**src/rtl/fft_config_pkg.sv**
```systemverilog
//==============================================================================
// Module  : fft_config_pkg
// Brief   : FSM state type and word-layout helpers for the FFT config generator
// Revision: 1.0
//==============================================================================
`default_nettype none

package fft_config_pkg;

  typedef enum logic [0:0] {
    IDLE = 1'b0,
    SEND = 1'b1
  } state_t;

  // Field total rounded up to a whole number of bytes.
  function automatic int cfg_tdata_w(input int num_ch, input int scale_w,
                                     input int nfft_w, input int cp_w);
    int bits;
    bits = nfft_w + cp_w + num_ch * (1 + scale_w);
    return ((bits + 7) / 8) * 8;
  endfunction

  function automatic int off_cp(input int nfft_w);
    return nfft_w;
  endfunction

  function automatic int off_fwd(input int nfft_w, input int cp_w);
    return nfft_w + cp_w;
  endfunction

  function automatic int off_scale(input int nfft_w, input int cp_w, input int num_ch);
    return nfft_w + cp_w + num_ch;
  endfunction

endpackage

`default_nettype wire

```
**src/rtl/fft_config_pack.sv**
```systemverilog
//==============================================================================
// Module  : fft_config_pack
// Brief   : Combinational packer of config fields into one byte-padded word
// Revision: 1.0
//==============================================================================
`default_nettype none

module fft_config_pack
  import fft_config_pkg::*;
#(
  parameter int  NUM_CH  = 1,
  parameter int  SCALE_W = 8,
  parameter int  NFFT_W  = 0,
  parameter int  CP_W    = 0,
  localparam int TDATA_W = cfg_tdata_w(NUM_CH, SCALE_W, NFFT_W, CP_W)
) (
  input  logic [(NFFT_W > 0 ? NFFT_W : 1)-1:0]                   nfft,
  input  logic [(CP_W > 0 ? CP_W : 1)-1:0]                       cp_len,
  input  logic [NUM_CH-1:0]                                      forward,
  input  logic [(NUM_CH*SCALE_W > 0 ? NUM_CH*SCALE_W : 1)-1:0]   scale_sch,
  output logic [TDATA_W-1:0]                                     word
);

  localparam int C_OFF_CP    = off_cp(NFFT_W);
  localparam int C_OFF_FWD   = off_fwd(NFFT_W, CP_W);
  localparam int C_OFF_SCALE = off_scale(NFFT_W, CP_W, NUM_CH);

  logic [TDATA_W-1:0] w_nfft_f;
  logic [TDATA_W-1:0] w_cp_f;
  logic [TDATA_W-1:0] w_fwd_f;
  logic [TDATA_W-1:0] w_scale_f;

  // Omitted fields contribute zero; their inputs are deliberately left unused.
  if (NFFT_W > 0) begin : g_nfft
    assign w_nfft_f = TDATA_W'(nfft);
  end else begin : g_no_nfft
    logic w_unused_nfft;
    assign w_unused_nfft = ^nfft;
    assign w_nfft_f      = '0;
  end

  if (CP_W > 0) begin : g_cp
    assign w_cp_f = TDATA_W'(cp_len) << C_OFF_CP;
  end else begin : g_no_cp
    logic w_unused_cp;
    assign w_unused_cp = ^cp_len;
    assign w_cp_f      = '0;
  end

  if (SCALE_W > 0) begin : g_scale
    assign w_scale_f = TDATA_W'(scale_sch) << C_OFF_SCALE;
  end else begin : g_no_scale
    logic w_unused_scale;
    assign w_unused_scale = ^scale_sch;
    assign w_scale_f      = '0;
  end

  assign w_fwd_f = TDATA_W'(forward) << C_OFF_FWD;
  assign word    = w_nfft_f | w_cp_f | w_fwd_f | w_scale_f;

endmodule

`default_nettype wire

```
**src/rtl/fft_config_gen.sv**
```systemverilog
//==============================================================================
// Module  : fft_config_gen
// Brief   : AXI-Stream config-word generator with one-deep latest-wins queue
// Revision: 1.0
//==============================================================================
`default_nettype none

module fft_config_gen
  import fft_config_pkg::*;
#(
  parameter int  NUM_CH  = 1,
  parameter int  SCALE_W = 8,
  parameter int  NFFT_W  = 0,
  parameter int  CP_W    = 0,
  localparam int TDATA_W = cfg_tdata_w(NUM_CH, SCALE_W, NFFT_W, CP_W)
) (
  input  logic                                                   clk,
  input  logic                                                   resetn,
  input  logic [(NFFT_W > 0 ? NFFT_W : 1)-1:0]                   nfft,
  input  logic [(CP_W > 0 ? CP_W : 1)-1:0]                       cp_len,
  input  logic [NUM_CH-1:0]                                      forward,
  input  logic [(NUM_CH*SCALE_W > 0 ? NUM_CH*SCALE_W : 1)-1:0]   scale_sch,
  input  logic                                                   commit,
  input  logic                                                   tready,
  output logic                                                   tvalid,
  output logic                                                   tlast,
  output logic [TDATA_W-1:0]                                     tdata,
  output logic                                                   busy,
  output logic                                                   done,
  output logic [15:0]                                            cfg_count
);

  state_t             r_state;
  state_t             w_state_nxt;
  logic [TDATA_W-1:0] r_tdata;
  logic [TDATA_W-1:0] w_tdata_nxt;
  logic [TDATA_W-1:0] r_shadow;
  logic [TDATA_W-1:0] w_shadow_nxt;
  logic               r_pending;
  logic               w_pending_nxt;
  logic               r_done;
  logic [15:0]        r_count;
  logic [TDATA_W-1:0] w_packed;
  logic               w_accept;

  fft_config_pack #(
    .NUM_CH  (NUM_CH),
    .SCALE_W (SCALE_W),
    .NFFT_W  (NFFT_W),
    .CP_W    (CP_W)
  ) u_pack (
    .nfft      (nfft),
    .cp_len    (cp_len),
    .forward   (forward),
    .scale_sch (scale_sch),
    .word      (w_packed)
  );

  assign w_accept = (r_state == SEND) && tready;

  always_comb begin
    w_state_nxt   = r_state;
    w_tdata_nxt   = r_tdata;
    w_shadow_nxt  = r_shadow;
    w_pending_nxt = r_pending;
    case (r_state)
      IDLE: begin
        w_tdata_nxt   = '0;
        w_pending_nxt = 1'b0;
        if (commit) begin
          w_tdata_nxt = w_packed;
          w_state_nxt = SEND;
        end
      end
      SEND: begin
        if (w_accept) begin
          // A same-cycle commit is newer than anything queued, so it wins.
          w_pending_nxt = 1'b0;
          if (commit) begin
            w_tdata_nxt = w_packed;
          end else if (r_pending) begin
            w_tdata_nxt = r_shadow;
          end else begin
            w_tdata_nxt = '0;
            w_state_nxt = IDLE;
          end
        end else if (commit) begin
          w_shadow_nxt  = w_packed;
          w_pending_nxt = 1'b1;
        end
      end
      default: begin
        w_state_nxt   = IDLE;
        w_tdata_nxt   = '0;
        w_pending_nxt = 1'b0;
      end
    endcase
  end

  always_ff @(posedge clk or negedge resetn) begin
    if (!resetn) begin
      r_state   <= IDLE;
      r_tdata   <= '0;
      r_shadow  <= '0;
      r_pending <= 1'b0;
      r_done    <= 1'b0;
      r_count   <= 16'd0;
    end else begin
      r_state   <= w_state_nxt;
      r_tdata   <= w_tdata_nxt;
      r_shadow  <= w_shadow_nxt;
      r_pending <= w_pending_nxt;
      r_done    <= w_accept;
      if (w_accept) begin
        r_count <= r_count + 16'd1;
      end
    end
  end

  assign tvalid    = (r_state == SEND);
  assign tlast     = tvalid;
  assign tdata     = r_tdata;
  assign busy      = tvalid | r_pending;
  assign done      = r_done;
  assign cfg_count = r_count;

endmodule

`default_nettype wire

```
**config.mk**
```make
export PLATFORM = sky130hd
export DESIGN_NAME = fft_config_gen
export DESIGN_NICKNAME = d
export VERILOG_FILES = /design/src/rtl/fft_config_pkg.sv /design/src/rtl/fft_config_pack.sv /design/src/rtl/fft_config_gen.sv
export SDC_FILE = /design/constraint.sdc
export NUM_CORES = 1
export LEC_CHECK = 0
export CAP_MARGIN = 25
export CORE_MARGIN = 10
export CORE_UTILIZATION = 25
export CTS_BUF_LIST = sky130_fd_sc_hd__clkbuf_8
export DETAILED_ROUTE_END_ITERATION = 6
export PLACE_DENSITY_LB_ADDON = 0.15
export SLEW_MARGIN = 15
export SYNTH_ARGS = -nofsm -noshare
export SYNTH_HDL_FRONTEND = slang
export SYNTH_SLANG_ARGS = --single-unit
```
**constraint.sdc**
```tcl
create_clock -name clk -period 1.2 [get_ports clk]
set_input_delay 0.12 -clock clk [delete_from_list [all_inputs] [get_ports clk]]
set_output_delay 0.12 -clock clk [all_outputs]
set_load 0.02 [all_outputs]
```
==> results.cfg <==
[status]
outcome = finished with violations
violations = setup timing

[setup_path]
reg2reg_slack_ns = -0.09
cp.arrival_ns = 1.47
cp-startpoint = tready
cp-end-kind = flop
crit_type = in -> reg
reg2regPathDepth = 4
cp_max_fo = 4
required_ns = 1.37
rr_startpoint = tlast
reg2reg_to = r_shadow[6]
start_kind = primary input

[cells_and_area]
multiInputGateArea_um2 = 800
stdcell_count = 290
final_util = 0.409
diodes = 0
post-route-cell-area_mm2 = 0.00260
drive_gt1_frac = 0.437
regArea_um2 = 936
nNetsFinal = 228
nFillCells = 620
area_growth_pct = 58.9

[die]
die_w_um = 101
die_h_um = 101
die_area_mm2 = 0.0102
rows = 29
start_util = 0.258
coreArea_mm2 = 0.00635
ios = 51

[global_routing]
grt_max_degree = 20
grt_overflow = 0
grt_pass1_vias = 1434
top_usage_layer = met2
globalRouteTotalUtil = 0.0869
grt_pass1_wl_mm = 7.02
antenna_found_initial = 0
met1_usage = 0.0961
grt_use_met2 = 0.143
gr-usage-met3 = 0.0412

[synth]
synthMuxAreaShare = 0.124
syn_inst = 136
syn_avg_cell_area_um2 = 12.0
synth_compound_area_frac = 0.0398
synth_fa_ha_area_frac = 0.00765
synth-seq-cells = 37
synthSimpleGateAreaFrac = 0.128
synth_top_family_by_area = simple AND/OR/NAND/NOR gates
postSynth.asyncResetShare = 1.00
synthXorXnorAreaFrac = 0.0803
synth_area_mm2 = 0.00164
synth-seq-area-share = 0.566
synthFlopType = dfrtp_1
synth_edf_count = 0
synth_cell_types = 29
yosys_warnings = 0

[placement]
dp.cells = 272
place_hpwl_mm = 3.13
place.gp.congestion = 0.806
port_buffers = 41
placed_cell_area_mm2 = 0.00234
dp_slack_ns = -0.400

[timing]
holdWs_ns = 0.220
rsz0062_at_grt = yes
finalCriticalPeriod_ns = 1.29
fin_tns_setup_ns = -1.24
fin_ws_ns = -0.0950
post-route-period-util = 1.08
setup_viol = 28
slew_violations = 0
fin_skew_ns = 0.00544
timing.fmax_mhz = 772
hold_viol = 0

[run]
maxCapViolCount = 0

[cts]
htreeDepth = 2
clk_latency_ns = 0.28
cts_tree = built
path_clk_slew_ns = 0.07
root_buffer = clkbuf_8
numClockSinks = 37
numCtsBuffers = 5
cts_buffer_depth = 2

[drt]
viasPerCell = 4.34
firstDrtPassIters = 4
vias = 1258
routed_wl_mm = 4.36
drc_errors = 0
drt_iter0_drc = 22
final_antenna_net_count = 0
wl_per_cell_um = 15.0

[power]
ir_drop_mv = 0.932
fin_total_pwr_mw = 3.93
powerDensity_mw_per_mm2 = 1510
p_leak_nw = 1.25

[min_path]
hold_path.class = in -> async
-- sequential cells by signal, summed over array words and instances (netlist names) --
name / count
r_pending: 1
done: 1
tlast: 1
r_shadow: 9
tdata: 9
cfg_count: 16
-- how the worst max path moves through the flow --
| stage | slack, ns | to |
|---|---|---|
| after floorplan | -0.10 | cfg_count[12] |
| after CTS | -0.14 | cfg_count[12] |
| after detailed placement | -0.40 | cfg_count[9] |
| final | -0.09 | cfg_count[12] |
| after global routing | -0.18 | cfg_count[12] |
| after global placement | -0.34 | cfg_count[9] |
-- logic make-up after synthesis --
family,Yosys count
and+or+nand+nor,37
muxes,19
xor gates and xnor gates,15
buffers and inverters,14
other,1
DFF,37
AOI/OAI and AO/OA,12
adders and majority gates,1
-- layout make-up --
cell class | count | area share
clock buffers | 7 | 0.0371
multi-input cells | 93 | 0.308
well taps | 77 | 0.0371
repair buffers | 73 | 0.254
inverters | 2 | 0.00289
clock inverters | 1 | 0.00192
flip-flops and latches | 37 | 0.360
-- where the power goes --
group / internal, mW / switching [mW]
combinational: 0.673 / 0.625
sequential: 1.48 / 0.200
clock: 0.519 / 0.429
-- layout by cell type (no fill, tap or decap), types with 6 or more instances in the layout --
cell	n
dlygate4sd2_1	17
o21ai_2	9
dfrtp_2	8
mux2_2	10
conb_1	7
clkbuf_8	7
buf_6	8
buf_4	24
mux2i_1	8
nand2_1	10
dfrtp_1	29
clkdlybuf4s15_1	6
clkdlybuf4s50_1	11
xnor2_1	10
-- layer usage --
metal  vias to the layer above  routed length (um)
li1                        600                   -
met1                       612                1620
met2                        39                2240
met3                         7                 431
met4                         0                  61
met5                         -                   0
-- repair_timing --
item	4_1_cts	5_1_grt
pin swaps	17	18
gates resized for setup	64	32
cloned	1	1
hold buffers	1	0
setup buffers	5	4
endpoints found under the setup margin	48	40
endpoints found under the hold margin	37	0
-- worst max-delay path, stage by stage --
cell             delay, ns
clkdlybuf4s50_1       0.63
nand4_1               0.24
nor2_2                0.20
nand4_1               0.12
xnor2_1               0.15
-- cells in the mapped netlist, types with 2 or more instances --
| library cell | count | area [um2] |
|---|---|---|
| dfrtp_1 | 37 | 926 |
| nand2_1 | 11 | 41.3 |
| mux2_2 | 10 | 113 |
| xnor2_1 | 10 | 87.6 |
| mux2i_1 | 9 | 90.1 |
| o21ai_0 | 9 | 45.0 |
| buf_4 | 8 | 60.1 |
| nand3_1 | 6 | 30.0 |
| nand4_1 | 5 | 31.3 |
| xor2_1 | 5 | 43.8 |
| nor2_1 | 4 | 15.0 |
| buf_2 | 2 | 10.0 |
| clkbuf_1 | 2 | 7.51 |
| inv_1 | 2 | 7.51 |
| nand2_2 | 2 | 12.5 |
Note: power is estimated with default switching activity, not from simulation.
